[config.mk]
export PLATFORM = sky130hd
export DESIGN_NAME = alu_shift_wb_queue
export DESIGN_NICKNAME = d
export VERILOG_FILES = /design/src/rtl/alu_shift_wb_queue_pkg.sv /design/src/rtl/alu_wb_parity_chk.sv /design/src/rtl/alu_shift_wb_queue.sv
export SDC_FILE = /design/constraint.sdc
export NUM_CORES = 1
export LEC_CHECK = 0
export BUFFER_PORTS_ARGS = -buffer_cell sky130_fd_sc_hd__buf_4
export CORE_ASPECT_RATIO = 1.4
export CORE_MARGIN = 2
export CORE_UTILIZATION = 55
export CTS_CLUSTER_SIZE = 12
export DETAILED_ROUTE_END_ITERATION = 7
export PLACE_DENSITY = 0.75
export SETUP_SLACK_MARGIN = 0.4
export SLEW_MARGIN = 10
export SYNTH_ARGS = -nofsm -noshare
export SYNTH_HDL_FRONTEND = slang
export SYNTH_SLANG_ARGS = --single-unit
[constraint.sdc]
create_clock -name clk -period 11.5 [get_ports clk]
set_clock_uncertainty 0.15 [all_clocks]
set_input_delay 1.15 -clock clk [delete_from_list [all_inputs] [get_ports clk]]
set_output_delay 1.15 -clock clk [all_outputs]
set_load 0.02 [all_outputs]
[src/rtl/alu_shift_wb_queue_pkg.sv]
// alu_shift_wb_queue_pkg: shared widths, flag bit indices and writeback entry layout
package alu_shift_wb_queue_pkg;
    localparam int FLAG_WIDTH = 6;
    localparam int REG_WIDTH  = 9;
    localparam int FLAG_C = 5;
    localparam int FLAG_O = 4;
    localparam int FLAG_A = 3;
    localparam int FLAG_S = 2;
    localparam int FLAG_Z = 1;
    localparam int FLAG_P = 0;
    typedef struct packed {
        logic                  thread;
        logic [REG_WIDTH-1:0]  dst;
        logic [65:0]           val;
        logic [FLAG_WIDTH-1:0] flags;
        logic                  flag_en;
        logic                  perr;
    } wb_entry_t;
endpackage

[src/rtl/alu_wb_parity_chk.sv]
// alu_wb_parity_chk: flags a result whose bit 65 is not the even parity of bits 64:0
module alu_wb_parity_chk
    import alu_shift_wb_queue_pkg::*;
(
    input  logic [65:0] val,
    output logic        perr
);
    assign perr = (^val[64:0]) != val[65];
endmodule

[src/rtl/alu_shift_wb_queue.sv]
// alu_shift_wb_queue: shift-ALU result FIFO with parity check, per-thread flush and in-order drain
module alu_shift_wb_queue
    import alu_shift_wb_queue_pkg::*;
#(
    parameter int DEPTH      = 4,
    parameter int REG_WIDTH  = alu_shift_wb_queue_pkg::REG_WIDTH,
    parameter int FLAG_WIDTH = alu_shift_wb_queue_pkg::FLAG_WIDTH
) (
    input  logic                     clk,
    input  logic                     rst,
    input  logic                     except,
    input  logic                     except_thread,
    input  logic                     in_vld,
    output logic                     in_rdy,
    input  logic                     in_thread,
    input  logic [REG_WIDTH-1:0]     in_reg,
    input  logic [65:0]              in_val,
    input  logic [FLAG_WIDTH-1:0]    in_flags,
    input  logic                     in_flag_en,
    output logic                     out_vld,
    input  logic                     out_rdy,
    output logic                     out_thread,
    output logic [REG_WIDTH-1:0]     out_reg,
    output logic [65:0]              out_val,
    output logic [FLAG_WIDTH-1:0]    out_flags,
    output logic                     out_flag_en,
    output logic                     out_perr,
    output logic [$clog2(DEPTH):0]   count,
    output logic                     ovf
);
    localparam int PW = $clog2(DEPTH);
    localparam int CW = PW + 1;

    typedef struct packed {
        logic                  thread;
        logic [REG_WIDTH-1:0]  dst;
        logic [65:0]           val;
        logic [FLAG_WIDTH-1:0] flags;
        logic                  flag_en;
        logic                  perr;
    } entry_t;

    entry_t          mem [DEPTH];
    logic [DEPTH-1:0] vld;
    logic [PW-1:0]   wr_ptr, rd_ptr;
    logic            in_perr, nonempty, head_flushed, push, pop, skip;
    entry_t          head;

    alu_wb_parity_chk u_par (.val(in_val), .perr(in_perr));

    assign nonempty     = count != '0;
    assign in_rdy       = count != CW'(DEPTH);
    assign out_vld      = nonempty && vld[rd_ptr];
    assign head_flushed = except && mem[rd_ptr].thread == except_thread;
    assign push         = in_vld && in_rdy && !(except && in_thread == except_thread);
    assign pop          = out_vld && out_rdy && !head_flushed;
    assign skip         = nonempty && !vld[rd_ptr];
    assign head         = out_vld ? mem[rd_ptr] : '0;
    assign out_thread   = head.thread;
    assign out_reg      = head.dst;
    assign out_val      = head.val;
    assign out_flags    = head.flags;
    assign out_flag_en  = head.flag_en;
    assign out_perr     = head.perr;

    // Payload storage; only the valid bits need reset, stale payload is masked off at the output
    always_ff @(posedge clk) begin
        if (push) mem[wr_ptr] <= {in_thread, in_reg, in_val, in_flags, in_flag_en, in_perr};
    end

    // Pointers, occupancy, valid bits (flush clears, push sets, pop clears) and sticky overflow
    always_ff @(posedge clk or negedge rst) begin
        if (!rst) begin
            wr_ptr <= '0;
            rd_ptr <= '0;
            count  <= '0;
            vld    <= '0;
            ovf    <= 1'b0;
        end else begin
            for (int i = 0; i < DEPTH; i++)
                if (except && mem[i].thread == except_thread) vld[i] <= 1'b0;
            if (push) begin
                vld[wr_ptr] <= 1'b1;
                wr_ptr      <= wr_ptr + 1'b1;
            end
            if (pop) vld[rd_ptr] <= 1'b0;
            if (pop || skip) rd_ptr <= rd_ptr + 1'b1;
            if (in_vld && !in_rdy) ovf <= 1'b1;
            count <= count + CW'(push) - CW'(pop || skip);
        end
    end
endmodule

* Word-level counts from Yosys, hierarchy flattened
Memory sizes are Yosys's and may differ from the RTL's.
Cells that the tools add are included.
** Storage, ports and cells
- Bits in registers :: 12
- Bits in writable memories :: 336
- Output and inout port bits :: 90
- Logic and storage cells :: 62
- Memories :: 1
** Memories
- mem :: depth 4, bits a word 84, rd ports 5, clocked after Yosys merged registers in 0, write ports 1, RTL line alu_shift_wb_queue.sv:43 : entry_t mem [DEPTH];
** Cells by class
- Add/sub/neg operators :: 4
- Order comparisons :: 4
- Equality and inequality tests :: 8
- Mux-type cells :: 15
- Bitwise operators :: 3
- Reductions and logical operators :: 22
** Operators by type and width (number)
- $mux 84 :: 1
- $reduce_xor 65->1 :: 1
- $logic_and 1x1->1 :: 15
- $mux 1 :: 9
- $mux 4 :: 2
- $eq 1x1->1 :: 6
- $lt 2x3->1 const B :: 2
- $add 2x1->2 const B :: 2
- $and 4x4->4 :: 1
- $demux 1 s2 :: 2
- $ge 2x1->1 const B :: 2
- $logic_not 1->1 :: 4
- $not 4->4 :: 1
- $or 4x4->4 :: 1
- $add 3x1->3 :: 1
- $ne 3x3->1 const B :: 1
- $reduce_bool 3->1 :: 1
- $sub 3x1->3 :: 1
- $bmux 1 s2 :: 1
- $logic_or 1x1->1 :: 1
- $ne 1x1->1 :: 1

* Depth between registers and ports, before layout
- Word-level depth :: 8
- Mapped depth :: 13

* Modules after synthesis
Synthesis repeated with hierarchy kept, for this count alone.
** Unflattened totals
- Cell total of the unflattened synthesis :: 701
- Area, all modules :: 14216.1 um^2
** Modules (own cells, without submodules)
- alu_shift_wb_queue :: times used 1, cells each 637, area each 13641.8 um^2, seq. area each 10390.0 um^2
- alu_wb_parity_chk :: times used 1, cells each 64, area each 574.3 um^2, seq. area each 0.0 um^2

* Least setup slack after synthesis
OpenSTA, ideal clock, no wires.
- Path type :: input port to flip-flop
- Start point :: in except_thread
- End point :: mem mem[0][0] (netlist bit) (enable)
- Library setup time :: 0.452 ns
- Arrival :: 3.926 ns
- Required time :: 10.898 ns
- Setup slack :: 6.972 ns
- Stages on the path :: 5
- Buffers on the path :: 2
- Cell sequence :: buf_2 -> xnor2_1 -> a21oi_1 -> clkbuf_1 -> and2_1
** Between the ends
- Longest elaborated chain between the ends :: 6
** RTL lines
- start, declared :: RTL line alu_shift_wb_queue.sv:12 : input logic except_thread,
- $eq 1x1->1 :: RTL line alu_shift_wb_queue.sv:55 : assign push = in_vld && in_rdy && !(except && in_thread == except_thread);
- $logic_and 1x1->1 :: RTL line alu_shift_wb_queue.sv:55
- $logic_not 1->1 :: RTL line alu_shift_wb_queue.sv:55
- $logic_and 1x1->1 :: RTL line alu_shift_wb_queue.sv:55
- $mux 1 :: RTL line alu_shift_wb_queue.sv:68 : if (push) mem[wr_ptr] <= {in_thread, in_reg, in_val, in_flags, in_flag_en, in_perr};
- $mux 1 (implied by the code) :: RTL line alu_shift_wb_queue.sv:68
- end, declared :: RTL line alu_shift_wb_queue.sv:43
No other way between the ends.

* Worst setup path in the final report
- Start point :: reg rd_ptr[0]
- End point :: out out_val[64]
** Between the ends
- Longest elaborated chain between the ends :: 4
- Elaborated cells between the ends (all ways) :: 5
** RTL lines
- start, declared :: RTL line alu_shift_wb_queue.sv:45 : logic [PW-1:0] wr_ptr, rd_ptr;
- start signal, assigned :: RTL line alu_shift_wb_queue.sv:87 : if (pop || skip) rd_ptr <= rd_ptr + 1'b1;
- $bmux 1 s2 :: RTL line alu_shift_wb_queue.sv:53 : assign out_vld = nonempty && vld[rd_ptr];
- $mux 1 (implied by the code) :: RTL line alu_shift_wb_queue.sv:53
- $logic_and 1x1->1 :: RTL line alu_shift_wb_queue.sv:53
- $mux 84 * :: RTL line alu_shift_wb_queue.sv:58 : assign head = out_vld ? mem[rd_ptr] : '0;
- end, declared :: RTL line alu_shift_wb_queue.sv:24 : output logic [65:0] out_val,
Every way passes the cells marked *; elsewhere a longest branch is shown, timed or not. The select of a mux whose other input is x is not followed.

==> impl_metrics.tcl <==
set metrics [dict create \
    timing.hold.worst.class "register to register" \
    dieArea_um2 26700 \
    finalCoreUtilization_pct 65.9 \
    cts_setup_buffers 0 \
    die_height_um 193 \
    synth_edf_count 336 \
    outcome "finished clean" \
    grt_pass1_vias 7345 \
    postSynthNetCount 772 \
    layout.cell_area.non_filler_um2 16600 \
    initial_core_util_pct 55.5 \
    timing.final.max_slew_violations 0 \
    worst-setup-path-type "register to primary output" \
    tritoncts_clock_tree "done" \
    crit_path_max_fanout 86 \
    total_power_per_unit_cell_area_nw_per_um2 258 \
    async_reset_ff_share_pct 3.45 \
    setup_tns_ns 0 \
    area_growth_pct 18.8 \
    synthCells 672 \
    antenna_found_initial 1 \
    grt_start_max_net_pins 87 \
    place.detailed.hpwl_um 16500 \
    drt_iter0_drc 398 \
    ys_dominant_reg_cell "sky130_fd_sc_hd__edfxtp_1" \
    number_of_top_level_design_ports 179 \
    rows 69 \
    setup_violations 0 \
    wire_per_inst_um 23.0 \
    synth-seq-cells 348 \
    synth.lib_cells_used.distinct 26 \
    chipWidth_um 139 \
    ant_nets_after_route 0 \
    cp_data_arrival_time_ns 3.51 \
    max_freq_mhz 208 \
    drc 0 \
    dpl-instance-area_um2 15600 \
    worstSkewPairLatency_ns 0.50 \
    route.vias.total 6824 \
    drive_above_1_share_pct 36.6 \
    io_buffers 178 \
    post_synth_most_frequent_cells "sky130_fd_sc_hd__edfxtp_1 (336), sky130_fd_sc_hd__mux4_2 (85), sky130_fd_sc_hd__nor2b_1 (84)" \
    rsz_0062_raised_after_global_routing "false" \
    critical_path.endpoint_type "primary output" \
    drt-vias-per-instance 5.72 \
    power_w 0.00429 \
    cts.sinks 348 \
    syn_avg_cell_area_um2 20.8 \
    grt_pass1_wl_um 41600 \
    path_clk_slew_ns 0.06 \
    r2r_end "count[2]" \
    r2r_slack_ns 7.45 \
    worstPathRequired_ns 10.20 \
    finalNetCount 962 \
    synth_area_leader_cell "sky130_fd_sc_hd__edfxtp_1" \
    clk_root_buffer_cell "sky130_fd_sc_hd__clkbuf_16" \
    share_of_the_clock_period_used_by_the_worst_path_after_layout_pct 41.8 \
    global_route.overflow_total 0 \
    router_iterations_before_antenna_repair 7 \
    netlist_top_cells_area "sky130_fd_sc_hd__edfxtp_1 (72%), sky130_fd_sc_hd__mux4_2 (14%), sky130_fd_sc_hd__xnor2_1 (4.1%)" \
    tightest_slew_ns 1.10 \
    critical_path_launch_point_type "register" \
    timing.slew.headroom_pct 27.0 \
    route.final.wire_length_um 27400 \
    tritoncts.num_buffers 35 \
    ir_drop_mv 0.182 \
    postCtsHoldBufs 0 \
    core_area_um2 25200 \
    post_cts_repair_resize_count 0 \
    reg2regPathDepth 13 \
    timing.critical_path.to "out_val[64]" \
    yosysMostFrequentCell "sky130_fd_sc_hd__edfxtp_1" \
    cts_buffer_depth 3 \
    p_leak_nw 5.69 \
    synth_top_cell_area_share_pct 72.1 \
    worst_slack_setup_final_ns 6.69 \
    cell_area_after_technology_mapping_um2 14000 \
    place_worst_setup_slack_ns 7.11 \
    timing.final.crit_period_ns 4.81 \
    ys.warnings.count 0 \
    critical_path.reg2reg.startpoint "rd_ptr[1]" \
    synth_sequential_area_ratio_pct 74.3 \
    rd_place_congestion 0.755 \
    globalRouteTotalUtil_pct 20.4 \
    critical_path_start "rd_ptr[0]" \
    max_cap_viols 0 \
    final_hold_viols 0 \
    cts_htree_levels 2 \
]
[layer usage]
metal / global-route usage, % / wire (um) / up-vias
met5: 0 / 0 / -
li1: - / - / 2998
met3: 4.22 / 1530 / 39
met2: 36.0 / 14600 / 219
met1: 25.7 / 10600 / 3568
met4: 6.53 / 619 / 0
[logic make-up after synthesis]
family                   count (synthesis)  share of synthesized area [%]
flip-flops                             348                           74.3
AND/OR/NAND/NOR                        101                           4.33
multiplexers                            86                           13.8
XOR/XNOR                                74                           4.73
buffers and inverters                   40                           1.28
AO/OA/AOI/OAI                           12                          0.555
adder cells (fa/ha/maj)                 11                           1.04
[layout make-up]
cell class	count	area (um^2)
flip-flops and latches	348	10400
fillers	1678	8600
multi-input cells	284	3440
repair buffers	184	1380
clock buffers	41	920
well taps	319	399
clock inverters	6	41.3
inverters	9	33.8
diodes	1	2.50
[through the flow]
stage / hold WS (ns) / cells
final: 0.328 / 1192
after global placement: 0.301 / 1144
after floorplan: 0.363 / 672
after global routing: 0.331 / 1192
after CTS: 0.323 / 1191
after detailed placement: 0.322 / 1144
[power breakdown]
part / internal [W] / switching, W
clock: 0.000563 / 0.000424
sequential: 0.00164 / 0.000133
combinational: 0.000720 / 0.000813
[worst min-delay path by stage]
stage,cells after the start,from,endpoint,slack (ns)
2_1_floorplan,2,vld[2],vld[2],0.36
3_3_place_gp,1,ovf,ovf,0.30
3_5_place_dp,1,ovf,ovf,0.32
4_1_cts,1,rst,ovf,0.32
5_1_grt,1,rst,wr_ptr[1],0.33
6_report,1,ovf,ovf,0.33
[worst max-delay path, cell delays in order (launching register included)]
cell and delay (ns):
sky130_fd_sc_hd__dfrtp_4 1.02, sky130_fd_sc_hd__mux4_2 0.66, sky130_fd_sc_hd__nand2b_4 0.82, sky130_fd_sc_hd__nor2b_1 0.25
sky130_fd_sc_hd__buf_4 0.24
[state kept, by name, summed over array words and instances (netlist names)]
register and count:
wr_ptr 2, rd_ptr 2, count 3, vld 4, ovf 1, mem 336
[placed cells by master (no fill, tap or decap), types with 8 or more instances in the layout]
master	count
sky130_fd_sc_hd__inv_1	9
sky130_fd_sc_hd__ha_1	10
sky130_fd_sc_hd__nand2_1	8
sky130_fd_sc_hd__xor2_1	8
sky130_fd_sc_hd__dfrtp_1	10
sky130_fd_sc_hd__nor2b_1	84
sky130_fd_sc_hd__edfxtp_1	336
sky130_fd_sc_hd__clkbuf_16	36
sky130_fd_sc_hd__buf_4	184
sky130_fd_sc_hd__mux4_2	85
sky130_fd_sc_hd__xnor2_1	65
(Power assumes the default switching activity.)
